`src/rtl/fft_pkg.sv`:
```
// rtl/fft_pkg.sv - shared constants and types for the FFT control sequencer
//
// Purpose : transform-size constants, the sequencer state encoding and the
//           write-back tag record that travels alongside each butterfly.
// Ports   : none (package).
package fft_pkg;

  localparam int LOG2N   = 10;
  localparam int N_PAIRS = 1 << (LOG2N - 1);
  localparam int STAGE_W = $clog2(LOG2N);
  localparam int PAIR_W  = LOG2N - 1;

  typedef enum logic [1:0] {
    IDLE,
    RUN,
    DRAIN,
    DONE
  } fft_seq_state_t;

  typedef struct packed {
    logic               valid;
    logic [STAGE_W-1:0] stage;
    logic [PAIR_W-1:0]  pair;
  } fft_wb_tag_t;

  function automatic fft_wb_tag_t make_tag(input logic               valid,
                                           input logic [STAGE_W-1:0] stage,
                                           input logic [PAIR_W-1:0]  pair);
    fft_wb_tag_t t;
    t.valid = valid;
    t.stage = stage;
    t.pair  = pair;
    return t;
  endfunction

endpackage

```
`src/rtl/fft_tag_delay.sv`:
```
// rtl/fft_tag_delay.sv - fixed-depth shift register for write-back tags
//
// Purpose : delays a write-back tag by DEPTH clock cycles so that the write
//           side sees the stage/pair whose butterfly result is arriving.
// Ports   : clk       - clock, rising edge
//           rst_n     - asynchronous active-low reset, clears every entry
//           shift_in  - tag entering the line this cycle
//           shift_out - tag that entered DEPTH cycles ago
module fft_tag_delay
  import fft_pkg::*;
#(
  parameter int DEPTH = 3
) (
  input  logic        clk,
  input  logic        rst_n,
  input  fft_wb_tag_t shift_in,
  output fft_wb_tag_t shift_out
);

  fft_wb_tag_t pipe_q [DEPTH];

  always_ff @(posedge clk or negedge rst_n) begin
    if (!rst_n) begin
      for (int i = 0; i < DEPTH; i++) begin
        pipe_q[i] <= '0;
      end
    end else begin
      pipe_q[0] <= shift_in;
      for (int i = 1; i < DEPTH; i++) begin
        pipe_q[i] <= pipe_q[i-1];
      end
    end
  end

  assign shift_out = pipe_q[DEPTH-1];

endmodule

```
`src/rtl/fft_sequencer.sv`:
```
// rtl/fft_sequencer.sv - issue sequencer for the in-place radix-2 FFT core
//
// Purpose : walks pair 0..N/2-1 of every stage once per transform, drives the
//           address generator's enable/stage/pair, inserts a drain gap of
//           PIPE_LAT cycles between stages and delays a {valid,stage,pair}
//           write-back tag by PIPE_LAT cycles.
// Config  : FFT_SEQ_CYCLE_COUNT_EN adds the 16-bit busy-cycle counter o_cycles.
// Ports   : i_clk       - clock, rising edge
//           i_rst_n     - asynchronous active-low reset
//           i_start     - start one transform (only honoured in IDLE)
//           i_hold      - pause issue while running
//           o_busy      - transform in progress (RUN, DRAIN, DONE)
//           o_done      - one-cycle pulse after the last write-back
//           o_en        - read-issue enable
//           o_stage     - issue stage
//           o_pair      - issue pair
//           o_wb_valid  - write-back tag valid
//           o_wb_stage  - write-back stage
//           o_wb_pair   - write-back pair
//           o_cycles    - busy cycles of the last/current transform (optional)
module fft_sequencer
  import fft_pkg::*;
#(
  parameter int LOG2N    = 10,
  parameter int PIPE_LAT = 3
) (
  input  logic               i_clk,
  input  logic               i_rst_n,
  input  logic               i_start,
  input  logic               i_hold,
  output logic               o_busy,
  output logic               o_done,
  output logic               o_en,
  output logic [STAGE_W-1:0] o_stage,
  output logic [PAIR_W-1:0]  o_pair,
  output logic               o_wb_valid,
  output logic [STAGE_W-1:0] o_wb_stage,
  output logic [PAIR_W-1:0]  o_wb_pair
`ifdef FFT_SEQ_CYCLE_COUNT_EN
  ,
  output logic [15:0]        o_cycles
`endif
);

  localparam logic [PAIR_W-1:0]  LAST_PAIR  = PAIR_W'((1 << (LOG2N - 1)) - 1);
  localparam logic [STAGE_W-1:0] LAST_STAGE = STAGE_W'(LOG2N - 1);
  // PIPE_LAT is at most 15, so a 4-bit drain count always reaches its end.
  localparam logic [3:0]         DRAIN_LAST = 4'(PIPE_LAT - 1);

  fft_seq_state_t     state_q, state_d;
  logic [STAGE_W-1:0] stage_q, stage_d;
  logic [PAIR_W-1:0]  pair_q,  pair_d;
  logic               en_q,    en_d;
  logic [3:0]         drain_q, drain_d;

  always_ff @(posedge i_clk or negedge i_rst_n) begin
    if (!i_rst_n) begin
      state_q <= IDLE;
      stage_q <= '0;
      pair_q  <= '0;
      en_q    <= 1'b0;
      drain_q <= '0;
    end else begin
      state_q <= state_d;
      stage_q <= stage_d;
      pair_q  <= pair_d;
      en_q    <= en_d;
      drain_q <= drain_d;
    end
  end

  // pair_q always names the most recently issued pair. A held cycle keeps it
  // and drops en; the next unheld cycle moves on to the following pair, so
  // every pair is issued exactly once regardless of where the hold lands.
  always_comb begin
    state_d = state_q;
    stage_d = stage_q;
    pair_d  = pair_q;
    en_d    = 1'b0;
    drain_d = drain_q;

    unique case (state_q)
      IDLE: begin
        if (i_start) begin
          state_d = RUN;
          stage_d = '0;
          pair_d  = '0;
          en_d    = 1'b1;
        end
      end

      RUN: begin
        if (!i_hold) begin
          if (pair_q == LAST_PAIR) begin
            state_d = DRAIN;
            pair_d  = '0;
            drain_d = '0;
          end else begin
            pair_d = pair_q + 1'b1;
            en_d   = 1'b1;
          end
        end
      end

      DRAIN: begin
        if (drain_q == DRAIN_LAST) begin
          if (stage_q < LAST_STAGE) begin
            // The first read of the next stage goes out immediately, so
            // it lands right after the final write-back of this stage.
            state_d = RUN;
            stage_d = stage_q + 1'b1;
            en_d    = 1'b1;
          end else begin
            state_d = DONE;
          end
        end else begin
          drain_d = drain_q + 1'b1;
        end
      end

      DONE: begin
        state_d = IDLE;
        stage_d = '0;
        pair_d  = '0;
      end

      default: begin
        state_d = IDLE;
      end
    endcase
  end

  assign o_busy  = (state_q != IDLE);
  assign o_done  = (state_q == DONE);
  assign o_en    = en_q;
  assign o_stage = stage_q;
  assign o_pair  = pair_q;

  fft_wb_tag_t tag_in;
  fft_wb_tag_t tag_out;

  assign tag_in = make_tag(en_q, stage_q, pair_q);

  fft_tag_delay #(
    .DEPTH(PIPE_LAT)
  ) u_tag_delay (
    .clk      (i_clk),
    .rst_n    (i_rst_n),
    .shift_in (tag_in),
    .shift_out(tag_out)
  );

  assign o_wb_valid = tag_out.valid;
  assign o_wb_stage = tag_out.stage;
  assign o_wb_pair  = tag_out.pair;

`ifdef FFT_SEQ_CYCLE_COUNT_EN
  // Counts every cycle spent outside IDLE, so after DONE it reads the full
  // start-to-done duration and then holds until the next accepted start.
  logic [15:0] cycles_q;

  always_ff @(posedge i_clk or negedge i_rst_n) begin
    if (!i_rst_n) begin
      cycles_q <= '0;
    end else if (state_q == IDLE) begin
      if (i_start) begin
        cycles_q <= '0;
      end
    end else if (cycles_q != 16'hFFFF) begin
      cycles_q <= cycles_q + 1'b1;
    end
  end

  assign o_cycles = cycles_q;
`endif

endmodule

```
`config.mk`:
```
export PLATFORM = sky130hd
export DESIGN_NAME = fft_sequencer
export DESIGN_NICKNAME = d
export VERILOG_FILES = /design/src/rtl/fft_pkg.sv /design/src/rtl/fft_tag_delay.sv /design/src/rtl/fft_sequencer.sv
export SDC_FILE = /design/constraint.sdc
export NUM_CORES = 1
export LEC_CHECK = 0
export BUFFER_PORTS_ARGS = -buffer_cell sky130_fd_sc_hd__clkbuf_2
export CORE_ASPECT_RATIO = 0.6
export CORE_MARGIN = 2
export CORE_UTILIZATION = 40
export DETAILED_ROUTE_END_ITERATION = 6
export MAX_ROUTING_LAYER = met4
export PLACE_DENSITY_LB_ADDON = 0.15
export SYNTH_ARGS = -nofsm -noshare
export SYNTH_HDL_FRONTEND = slang
export SYNTH_SLANG_ARGS = --single-unit
export TNS_END_PERCENT = 100
```
`constraint.sdc`:
```
create_clock -name i_clk -period 2.2 [get_ports i_clk]
set_input_delay 0.11 -clock i_clk [delete_from_list [all_inputs] [get_ports i_clk]]
set_output_delay 0.11 -clock i_clk [all_outputs]
set_load 0.01 [all_outputs]
```
**Word-level counts from Yosys, hierarchy flattened**

Index checks and enable logic that the tools add are counted.

- Flip-flop bits (word level): 62
- Input bits: 4
- Output and inout bits: 30
- Logic and storage cells: 62

- Add/sub/neg operators: 3
- Magnitude comparators: 1
- Equal/unequal tests: 11
- Multiplexer cells: 24
- Reductions and logical operators: 9

Operators with widths:

| cell | count |
|---|---|
| 9-bit 2-to-1 mux | 3 |
| 9-bit case mux with 3 select lines | 1 |
| 4-bit 2-to-1 mux | 6 |
| 2-bit != test, second input constant | 6 |
| 4-bit case mux with 3 select lines | 1 |
| 4-bit AND reduction | 3 |
| 2-bit 2-to-1 mux | 5 |
| 9-bit by 1-bit adder with 9-bit output, second input constant | 1 |
| 9-bit equality test, second input constant | 1 |
| 4-bit by 1-bit adder with 4-bit output, second input constant | 2 |
| 2-bit case mux with 4 select lines | 1 |
| 4-bit case mux with 2 select lines | 1 |
| 3-bit nonzero test | 2 |
| 1-bit 2-to-1 mux | 5 |
| 2-bit equality test, second input constant | 2 |
| 4-bit by 2-bit equality test with 1-bit output, second input constant | 1 |
| 4-bit < comparator, second input constant | 1 |
| 2-bit nonzero test | 2 |
| 1-bit case mux with 3 select lines | 1 |
| 3-bit AND reduction | 1 |
| 2-bit by 1-bit equality test with 1-bit output, second input constant | 1 |
| 2-bit zero test | 1 |

**Longest topological paths before layout**

Gate-level depths: netlist of run 1.

- Depth after elaboration: 4
- Depth in mapped cells: 8

**Modules after synthesis**

From an unflattened synthesis of run 1, not the netlist that was laid out.

- Cell total of the unflattened synthesis: 174
- Area total of the unflattened synthesis: 2287.2 um2

By module, submodules not included:

| module | instances | cells an instance | area each (um2) | seq. area each (um2) |
|---|---|---|---|---|
| fft_tag_delay | 1 | 56 | 1156.1 | 1051.0 |
| fft_sequencer | 1 | 118 | 1131.1 | 500.5 |

**Worst setup path before layout of run 1**

No wires, ideal clock.

- Kind: register -> register
- Start point: register pair_q[0] (netlist: o_pair[0])
- End point: register pair_q[4] (netlist: o_pair[4])
- Library setup time: 0.066 ns
- Data arrival time: 1.954 ns
- Setup slack: 0.180 ns
- Stages on the path, launching flop included: 9
- Path buffers: 0
- Cell sequence: dfrtp_1 > ha_1 > nand3_1 > nor2_1 > ha_1 > and2b_1 > o22a_4 > or4_1 > nand2_1

- Longest elaborated chain between the ends: 4
- Elaborated cells between the ends (all ways): 5
- Classes of those cells: add/sub (1); eq/ne (1); mux (3)

Ends and longest elaborated chain:

| what | line | RTL |
|---|---|---|
| start, declared | fft_sequencer.sv:52 | `logic [PAIR_W-1:0] pair_q, pair_d;` |
| start signal, assigned | fft_sequencer.sv:66 | `pair_q <= pair_d;` |
| 9-bit by 1-bit adder with 9-bit output / 9-bit equality test (equally long branches) | fft_sequencer.sv:99, fft_sequencer.sv:94 |  |
| 9-bit 2-to-1 mux * | fft_sequencer.sv:94 | `if (pair_q == LAST_PAIR) begin` |
| 9-bit 2-to-1 mux * | fft_sequencer.sv:93 | `if (!i_hold) begin` |
| 9-bit case mux with 3 select lines * | fft_sequencer.sv:82 | `unique case (state_q)` |

Mark *: on every way between the ends. The rest lies on a longest branch, timed or not. The select of a mux whose other input is x is not followed.
A chain may end at the register's enable or synchronous reset.

**Final worst setup path of run 1**

- Start point: register pair_q[1] (netlist: o_pair[1])
- End point: register pair_q[4] (netlist: o_pair[4])

Same word-level chain as after synthesis.

==> reports/qor.txt, run 1 <==
Post-detail-place hpwl: 2.61 mm
Power per cell area: 971 nW/um^2
Type of the worst setup path: reg -> reg
Placed Cells incl. Taps: 255
Distinct cells, synth: 42
Worst Min Path Start: i_start
Final non-filler cell total: 272
Sw Share: 24.6%
Vias in the first global route: 1,347
Worst Setup Slack post-DPL: 0.103 ns
Ys Warns: 0
Predominant post-synthesis flop cell: sky130_fd_sc_hd__dfrtp_1
Simple-Gate Fraction of Synth Area: 11.4%
Startpoint type of the worst setup path: flop
Net Switching: 633 uW
Internal Dissipation: 1940 uW
Max-slew headroom: 59.0%
Number of post-CTS setup repair buffers: 0
I/O Pins: 34
EDFF count, synth: 0
Average wire per cell in the routed design: 14.1 um
First drt pass iteration count: 4
Antenna violations before repair: 0
Post-route antenna net violation count: 0
Sequential share of power: 51.9%
Global-route wire length before repair: 6.53 mm
Tmin final: 2.06 ns
Hold/Removal Path Class: in -> reg
Number of input and output port buffers inserted: 33
Relative contribution of the clock network to total power: 39.2%
Endpoint arrival time on the critical path: 2.34 ns
Drt drc: 0
Drt total wl: 3.82 mm
Setup ws final: 0.136 ns
Total standard cell area after synthesis: 2260 sq um
Post-synthesis xor/xnor area fraction: 1.55%
Final setup violation count: 0
Kind of end point of the critical path: flop
Syn Inst Count: 166
Dominant combinational cell family by area after synthesis: simple AND/OR/NAND/NOR gates
Average footprint of a synthesized cell: 13.6 sq um
Maximum fanout count along the critical path: 6
Proportion of synthesized flip-flops having asynchronous set or reset: 100%
Compound-gate portion of the synthesized area: 7.20%
Sequential area share after synthesis: 68.7%
Launching instance or port of the critical path: o_pair[1]
Synthesized-area fraction occupied by adder cells: 3.32%
Height of the die: 62.2 um
Portion of the clock cycle consumed by the worst path in the final layout: 93.8%
Via density: 4.84
Largest net degree at the start of global routing: 38
Number of nets in the layout: 208
Vias: 1,317
Result of the run: finished, final reports clean
Iter 0 DRT Violations: 70
Worst EP required: 2.47 ns
Maximum number of buffers from clock root to sink: 2
Layout-stage area growth over the synthesis result: 17.4%
Setup Total Neg Slack: 0 ns
Unrepaired setup endpoints after global routing: false
Most common cell after layout, fill and taps aside: sky130_fd_sc_hd__dfrtp_1
Global Route Usage Sum: 14.3%
CTS tree: built
Initial Utilization: 41.0%
Share of final-layout standard cells stronger than drive strength 1: 28.6%
Synth Net Count: 176
Post-Route Skew: 0.00600 ns
Worst slew pin tran: 0.615 ns
Share of cell area taken by muxes after synthesis: 2.33%
Total core area: 5520 sq um
Clk root buf: sky130_fd_sc_hd__clkbuf_8
Die X: 101 um
Max Freq: 484 MHz
Num CTS Buffers: 9
Final number of max-transition violations: 0
Clock latency on the worst-skew pair: 0.33 ns
Share of total power in combinational logic: 9.0%
Sinks on Clock Net: 62
CTS H-Tree Depth: 3
R2R Path Start: o_pair[1]
Number of violations of the max-capacitance limit: 0
Lkg Pwr: 0.00132 uW
Register bit count reported by yosys: 62
Global route total overflow: 0
Clock-pin slew of the registers on the worst-case setup and hold paths: 0.07 ns
Final weighted congestion of routability-driven global placement: 0.791
Number of antenna diodes: 0
Row cnt: 21
Final hold vios: 0
Maximum ir drop on the vdd rail: 384 uV
Area enclosed by the die boundary: 6290 sq um
Commonest cells after routing, fill and taps aside: 62 x sky130_fd_sc_hd__dfrtp_1, 32 x sky130_fd_sc_hd__clkbuf_2, 11 x sky130_fd_sc_hd__nand2_1, 11 x sky130_fd_sc_hd__clkbuf_8, 6 x sky130_fd_sc_hd__nor2_1
-- cells in the mapped netlist (2+ instances only) --
cell type                   n  share of area [%]
sky130_fd_sc_hd__nor2_1     6                1.0
sky130_fd_sc_hd__and2_1     2               0.55
sky130_fd_sc_hd__o21ai_0    5                1.1
sky130_fd_sc_hd__o211ai_1   3                1.0
sky130_fd_sc_hd__mux2i_1    3                1.3
sky130_fd_sc_hd__buf_4     14                4.7
sky130_fd_sc_hd__nand4_1    2               0.55
sky130_fd_sc_hd__xor2_1     3                1.2
sky130_fd_sc_hd__nand3_1    3               0.66
sky130_fd_sc_hd__o22ai_1    2               0.55
sky130_fd_sc_hd__mux2_2     2                1.0
sky130_fd_sc_hd__dfrtp_1   62                 69
sky130_fd_sc_hd__nor2b_1    4                1.1
sky130_fd_sc_hd__ha_1       6                3.3
sky130_fd_sc_hd__nand2b_1   3               0.83
sky130_fd_sc_hd__a21oi_1    5                1.1
sky130_fd_sc_hd__or3_1      3               0.83
sky130_fd_sc_hd__nand2_1   11                1.8
sky130_fd_sc_hd__inv_1      3               0.50
sky130_fd_sc_hd__nor3_1     2               0.44
-- logic make-up after synthesis --
group | count (synthesis)
AND/OR/NAND/NOR | 46
AO/OA/AOI/OAI | 24
buffers and inverters | 19
XOR/XNOR | 4
adder cells (fa/ha/maj) | 6
multiplexers | 5
flip-flops | 62
-- layout make-up --
class / instances / area (sq um)
fillers: 491 / 2870
flip-flops and latches: 62 / 1550
clock buffers: 11 / 151
inverters: 3 / 11.3
well taps: 69 / 86.3
multi-input cells: 85 / 586
repair buffers: 37 / 210
clock inverters: 5 / 56.3
-- path summary, 6_finish.rpt --
kind	to	slack (ns)	depth (start not counted)
max	o_pair[4]	0.14	8
min in group asynchronous	drain_q[2]	0.33	2
min reg2reg	u_tag_delay.pipe_q[15]	0.34	0
min	o_stage[0]	0.12	3
max in group asynchronous	u_tag_delay.pipe_q[35]	1.26	3
max reg2reg	o_pair[4]	0.14	8
-- flip-flops by register name (all words and copies together), names as in the netlist --
name,cells
o_pair,9
u_tag_delay.pipe_q,28
o_stage,4
u_tag_delay.shift_out,14
drain_q,4
state_q,2
o_en,1
-- metal layers --
| metal | track usage (%) | part of all wire [%] | vias to the layer above |
|---|---|---|---|
| met3 | 7.21 | 5.5 | 4 |
| li1 | - | - | 627 |
| met1 | 18.7 | 49 | 656 |
| met4 | 5.57 | 0.89 | 0 |
| met2 | 18.9 | 45 | 30 |
| met5 | - | 0 | - |
-- worst max-delay path: stages, from the launching register on --
cell and delay, ns:
sky130_fd_sc_hd__dfrtp_1 0.42, sky130_fd_sc_hd__ha_2 0.22, sky130_fd_sc_hd__nand3_1 0.09, sky130_fd_sc_hd__nor2_1 0.05, sky130_fd_sc_hd__ha_1 0.19, sky130_fd_sc_hd__and2b_1 0.22, sky130_fd_sc_hd__o22a_4 0.25, sky130_fd_sc_hd__or4_1 0.50
sky130_fd_sc_hd__nand2_1 0.08
-- power groups by stage --
stage / sequential, uW / combinational, uW / clock [uW]
2_1_floorplan: 1350 / 133 / 0
3_3_place_gp: 1350 / 229 / 0
3_5_place_dp: 1360 / 230 / 0
4_1_cts: 1340 / 233 / 1040
5_1_grt: 1350 / 254 / 1100
6_report: 1340 / 231 / 1010
-- repair_timing --
item,in CTS,in global routing
hold endpoints to repair,25,0
hold buffers,1,0
setup endpoints to repair,0,1
gates resized for setup,0,1
-- through the flow --
stage	util [%]	instance area [sq um]	hold WS, ns	power (uW)
global placement	44.1	2430	0.146	1580
finish	48.1	2650	0.115	2580
detailed placement	44.1	2430	0.161	1590
CTS	48.0	2650	0.101	2620
floorplan	-	2260	-0.186	1490
global route	48.1	2650	0.149	2710
Power figures use the tool's default switching activity.
==> run 2, diff against run 1 <==
--- a/config.mk
+++ b/config.mk
@@ -12,6 +12,7 @@
 export DETAILED_ROUTE_END_ITERATION = 6
 export MAX_ROUTING_LAYER = met4
 export PLACE_DENSITY_LB_ADDON = 0.15
+export RECOVER_POWER = 100
 export SYNTH_ARGS = -nofsm -noshare
 export SYNTH_HDL_FRONTEND = slang
 export SYNTH_SLANG_ARGS = --single-unit
==> run 2 against run 1 <==
  * Sequential cell count did not move
  * Power is 0.69% lower
  * Critical path depth did not move
  * Sequential power about the same
  * Via count grew 1.1%
  * Critical path type unchanged
==> reports/qor.txt, run 2 (synthesis gave the netlist of run 1 again) <==
Result of the run: finished, final reports clean
Clk root buf: sky130_fd_sc_hd__clkbuf_8
Crit path capture: o_pair[4]
Largest net degree at the start of global routing: 38
Final setup violation count: 0
Drt total wl: 3.82 mm
Max-slew headroom: 2.14%
Setup ws final: 0.130 ns
Num CTS Buffers: 9
Global-route wire length before repair: 6.53 mm
Drt drc: 0
Via density: 4.89
Post-route antenna net violation count: 0
Iter 0 DRT Violations: 78
Global Route Usage Sum: 14.3%
Unrepaired setup endpoints after global routing: false
Worst EP required: 2.47 ns
Maximum fanout count along the critical path: 6
Clock latency on the worst-skew pair: 0.33 ns
Number of nets in the layout: 208
Number of violations of the max-capacitance limit: 0
Lkg Pwr: 0.00122 uW
Kind of end point of the critical path: flop
Fillers: 506
Endpoint arrival time on the critical path: 2.34 ns
Initial Utilization: 41.0%
Hold/Removal Path Class: in -> reg
Antenna violations before repair: 0
Power per cell area: 980 nW/um^2
Maximum ir drop on the vdd rail: 384 uV
Cell depth of the worst flop-to-flop path: 8
Vias in the first global route: 1,347
Tmin final: 2.07 ns
Commonest cells after routing, fill and taps aside: 62 x sky130_fd_sc_hd__dfrtp_1, 32 x sky130_fd_sc_hd__clkbuf_1, 11 x sky130_fd_sc_hd__nand2_1, 11 x sky130_fd_sc_hd__clkbuf_8
I/O Pins: 34
Max Freq: 483 MHz
CTS tree: built
Layout-stage area growth over the synthesis result: 15.5%
Clock-pin slew of the registers on the worst-case setup and hold paths: 0.07 ns
R2R Path Start: o_pair[1]
Number of input and output port buffers inserted: 33
Share of final-layout standard cells stronger than drive strength 1: 12.8%
Row cnt: 21
Worst slew pin tran: 1.47 ns
Total core area: 5520 sq um
Maximum number of buffers from clock root to sink: 2
Type of the worst setup path: reg -> reg
Most common cell after layout, fill and taps aside: sky130_fd_sc_hd__dfrtp_1
Max FFs per register: 28
Flop-to-flop setup slack: 0.13 ns
Post-Route Skew: 0.00416 ns
Final hold vios: 0
Final weighted congestion of routability-driven global placement: 0.791
Average wire per cell in the routed design: 14.1 um
CTS H-Tree Depth: 3
Portion of the clock cycle consumed by the worst path in the final layout: 94.1%
Number of antenna diodes: 0
Vias: 1,331
Area enclosed by the die boundary: 6290 sq um
Die X: 101 um
Setup Total Neg Slack: 0 ns
Global route total overflow: 0
Worst Setup Slack post-DPL: 0.103 ns
Number of post-CTS setup repair buffers: 0
Capture instance of the worst register-to-register path: o_pair[4]
First drt pass iteration count: 4
Worst Min Path Start: i_start
Height of the die: 62.2 um
Startpoint type of the worst setup path: flop
Largest register by flop count: u_tag_delay.pipe_q
Launching instance or port of the critical path: o_pair[1]
Final number of max-transition violations: 0
Sinks on Clock Net: 62
Post-detail-place hpwl: 2.61 mm
## run 2: changes by cell type in the layout (fill, tap and decap cells not counted), sizes merged
cell	change
buf	-2
clkbuf	+2
## run 2: stage by stage
stage                     power, uW  area (sq um)  utilization [%]  cells  hold WS (ns)
final                          2560          2610             47.3    272         0.112
after global placement         1580          2430             44.1    255         0.146
after floorplan                1490          2260                -    166        -0.186
after global routing           2690          2610             47.3    272         0.149
after CTS                      2620          2650             48.0    272         0.101
after detailed placement       1590          2430             44.1    255         0.161
## run 2: worst min path at each step
stage	end	slack [ns]	cells past startpoint
floorplan	drain_q[0]	-0.19	0
global placement	drain_q[0]	0.15	1
detailed placement	drain_q[1]	0.16	1
CTS	o_stage[0]	0.10	3
global route	o_stage[0]	0.15	3
finish	o_stage[0]	0.11	3
## run 2: cell type report
| cell class | count | area, sq um | share of cell area [%] |
|---|---|---|---|
| Clock buffer | 11 | 151 | 5.80 |
| Clock inverter | 5 | 56.3 | 2.16 |
| Inverter | 3 | 11.3 | 0.431 |
| Multi-Input combinational cell | 85 | 586 | 22.4 |
| Sequential cell | 62 | 1550 | 59.4 |
| Tap cell | 69 | 86.3 | 3.31 |
| Timing Repair Buffer | 37 | 168 | 6.42 |
## run 2: critical path: stages, from the launching register on
cell and delay, ns:
sky130_fd_sc_hd__dfrtp_1 0.42, sky130_fd_sc_hd__ha_2 0.22, sky130_fd_sc_hd__nand3_1 0.09, sky130_fd_sc_hd__nor2_1 0.05, sky130_fd_sc_hd__ha_1 0.19, sky130_fd_sc_hd__and2b_1 0.22, sky130_fd_sc_hd__o22a_4 0.25, sky130_fd_sc_hd__or4_1 0.50
sky130_fd_sc_hd__nand2_1 0.08
## run 2: power by group
| part | internal (uW) | switching, uW | leakage [uW] |
|---|---|---|---|
| registers | 1260 | 76.1 | 0.000822 |
| clock network | 584 | 425 | 0.000106 |
| logic | 80.2 | 133 | 0.000288 |
| total | 1920 | 634 | 0.00122 |
## run 2: timing repair
action                                 in CTS  in global routing
endpoints found under the hold margin      25                  0
resized for setup                           0                  1
hold buffers                                1                  0
setup endpoints to repair                   0                  1
## run 2: per-layer routing
metal / track usage, % / wire [um] / vias to the layer above
met2: 18.9 / 1700 / 31
met3: 7.21 / 227 / 7
met1: 18.7 / 1840 / 666
li1: - / - / 627
met4: 5.57 / 65 / 0
met5: - / 0 / -
==> run 3, diff against run 2 <==
==> constraint.sdc (replaced) <==
create_clock -name i_clk -period 2.47 [get_ports i_clk]
set_input_delay 0.1235 -clock i_clk [delete_from_list [all_inputs] [get_ports i_clk]]
set_output_delay 0.1235 -clock i_clk [all_outputs]
set_load 0.01 [all_outputs]
==> run 3 against run 2 <==
  * The run now ends with max-capacitance violations, max-slew violations left
  * Combinational power down 16%
  * Register-to-register slack better by 0.16 ns
  * Clock power down 11%
  * Largest power group unchanged
==> reports/qor.txt, run 3 (synthesis gave the netlist of run 1 again) <==
Area occupied by multi-input gates: 583 sq um
Drt drc: 0
Maximum fanout count along the critical path: 6
Largest net degree at the start of global routing: 35
Largest register by flop count: u_tag_delay.pipe_q
I/O Pins: 34
Setup Total Neg Slack: 0 ns
Num CTS Buffers: 9
Post-route antenna net violation count: 0
Drt total wl: 3.77 mm
Power per cell area: 879 nW/um^2
First drt pass iteration count: 4
Final setup violation count: 0
Clock-pin slew of the registers on the worst-case setup and hold paths: 0.06 ns
Max-slew headroom: -1.48%
Final weighted congestion of routability-driven global placement: 0.799
Vias: 1,285
Worst EP required: 2.74 ns
Portion of the clock cycle consumed by the worst path in the final layout: 88.2%
Number of violations of the max-capacitance limit: 1
Tmin final: 2.18 ns
Total core area: 5520 sq um
Final core occ: 46.8%
Relative contribution of the clock network to total power: 39.7%
Max FFs per register: 28
Unrepaired setup endpoints after global routing: false
Antenna violations before repair: 0
CTS tree: built
Global-route wire length before repair: 6.31 mm
Post-detail-place hpwl: 2.57 mm
Die X: 101 um
Type of the worst setup path: reg -> reg
Via density: 4.76
Violations in the final reports: max-capacitance violations, max-slew violations
Layout-stage area growth over the synthesis result: 14.3%
Commonest cells after routing, fill and taps aside: 62 x sky130_fd_sc_hd__dfrtp_1, 31 x sky130_fd_sc_hd__clkbuf_1, 11 x sky130_fd_sc_hd__nand2_1, 11 x sky130_fd_sc_hd__clkbuf_8
Net Switching: 563 uW
Number of input and output port buffers inserted: 33
Final hold vios: 0
Average wire per cell in the routed design: 14.0 um
CTS H-Tree Depth: 3
Global Route Usage Sum: 14.3%
Hold/Removal Path Class: in -> reg
Share of total power in combinational logic: 7.9%
Sw Share: 24.8%
Number of nets in the layout: 206
Result of the run: finished, violations left
Iter 0 DRT Violations: 76
Internal Dissipation: 1710 uW
Maximum number of buffers from clock root to sink: 2
Height of the die: 62.2 um
Area enclosed by the die boundary: 6290 sq um
Sinks on Clock Net: 62
Clk root buf: sky130_fd_sc_hd__clkbuf_8
Sequential share of power: 52.4%
Maximum ir drop on the vdd rail: 230 uV
Max Freq: 459 MHz
Worst slew pin tran: 1.52 ns
Number of antenna diodes: 0
Total area of sequential cells: 1550 sq um
Kind of end point of the critical path: flop
Final hold slack: 0.125 ns
Share of final-layout standard cells stronger than drive strength 1: 11.9%
Endpoint arrival time on the critical path: 2.44 ns
Vias in the first global route: 1,252
Post-Route Skew: 0.00933 ns
Clock latency on the worst-skew pair: 0.34 ns
Global route total overflow: 0
Initial Utilization: 41.0%
Startpoint type of the worst setup path: flop
Lkg Pwr: 0.00121 uW
Row cnt: 21
Most common cell after layout, fill and taps aside: sky130_fd_sc_hd__dfrtp_1
Final number of max-transition violations: 30
Fillers: 523
[run 3: worst max-delay path, cell delays in order (launching register included)]
cell and delay (ns):
sky130_fd_sc_hd__dfrtp_1 0.43, sky130_fd_sc_hd__ha_1 0.28, sky130_fd_sc_hd__nand3_1 0.10, sky130_fd_sc_hd__nor2_1 0.05, sky130_fd_sc_hd__ha_1 0.20, sky130_fd_sc_hd__and2b_1 0.22
sky130_fd_sc_hd__o22a_4 0.25, sky130_fd_sc_hd__or4_1 0.50, sky130_fd_sc_hd__nand2_1 0.09
[run 3: worst paths after layout]
kind	startpoint	to	depth (start not counted)	slack, ns
max in group asynchronous	i_rst_n	u_tag_delay.pipe_q[28]	3	0.47
max	o_pair[0]	o_pair[4]	8	0.29
min reg2reg	u_tag_delay.pipe_q[36]	u_tag_delay.pipe_q[22]	0	0.34
max reg2reg	o_pair[0]	o_pair[4]	8	0.29
min in group asynchronous	i_rst_n	o_pair[6]	2	0.69
min	i_start	o_stage[0]	3	0.13
[run 3: per-layer routing]
layer | vias up | track usage, % | routed length (um)
met4 | 0 | 5.07 | 46
li1 | 615 | - | -
met1 | 634 | 18.1 | 1800
met3 | 7 | 8.11 | 241
met5 | - | - | 0
met2 | 29 | 19.2 | 1670
[run 3: what timing repair did]
action                    4_1_cts  5_1_grt
hold buffers                    1        0
hold endpoints to repair       28        0
buffers inserted                0        0
resized for setup               0        0
[run 3: final cells by class]
cell class	count	area share, %
flip-flops and latches	62	60.0
multi-input cells	85	22.6
clock buffers	11	5.86
repair buffers	35	5.57
well taps	69	3.34
clock inverters	5	2.18
inverters	3	0.436
[run 3: metrics by stage]
step                      cell area (sq um)  setup slack (ns)  instances  total power, uW
after floorplan                        2260             0.450        166             1320
after global placement                 2420             0.425        253             1400
after detailed placement               2420             0.326        253             1410
after CTS                              2640             0.300        270             2320
after global routing                   2580            0.0995        270             2390
final                                  2580             0.292        270             2270
[run 3: power groups by stage]
| stage | registers (uW) | logic [uW] | clock network, uW |
|---|---|---|---|
| after floorplan | 1210 | 119 | 0 |
| after global placement | 1210 | 195 | 0 |
| after detailed placement | 1210 | 196 | 0 |
| after CTS | 1190 | 199 | 931 |
| after global routing | 1210 | 200 | 988 |
| final | 1190 | 179 | 902 |
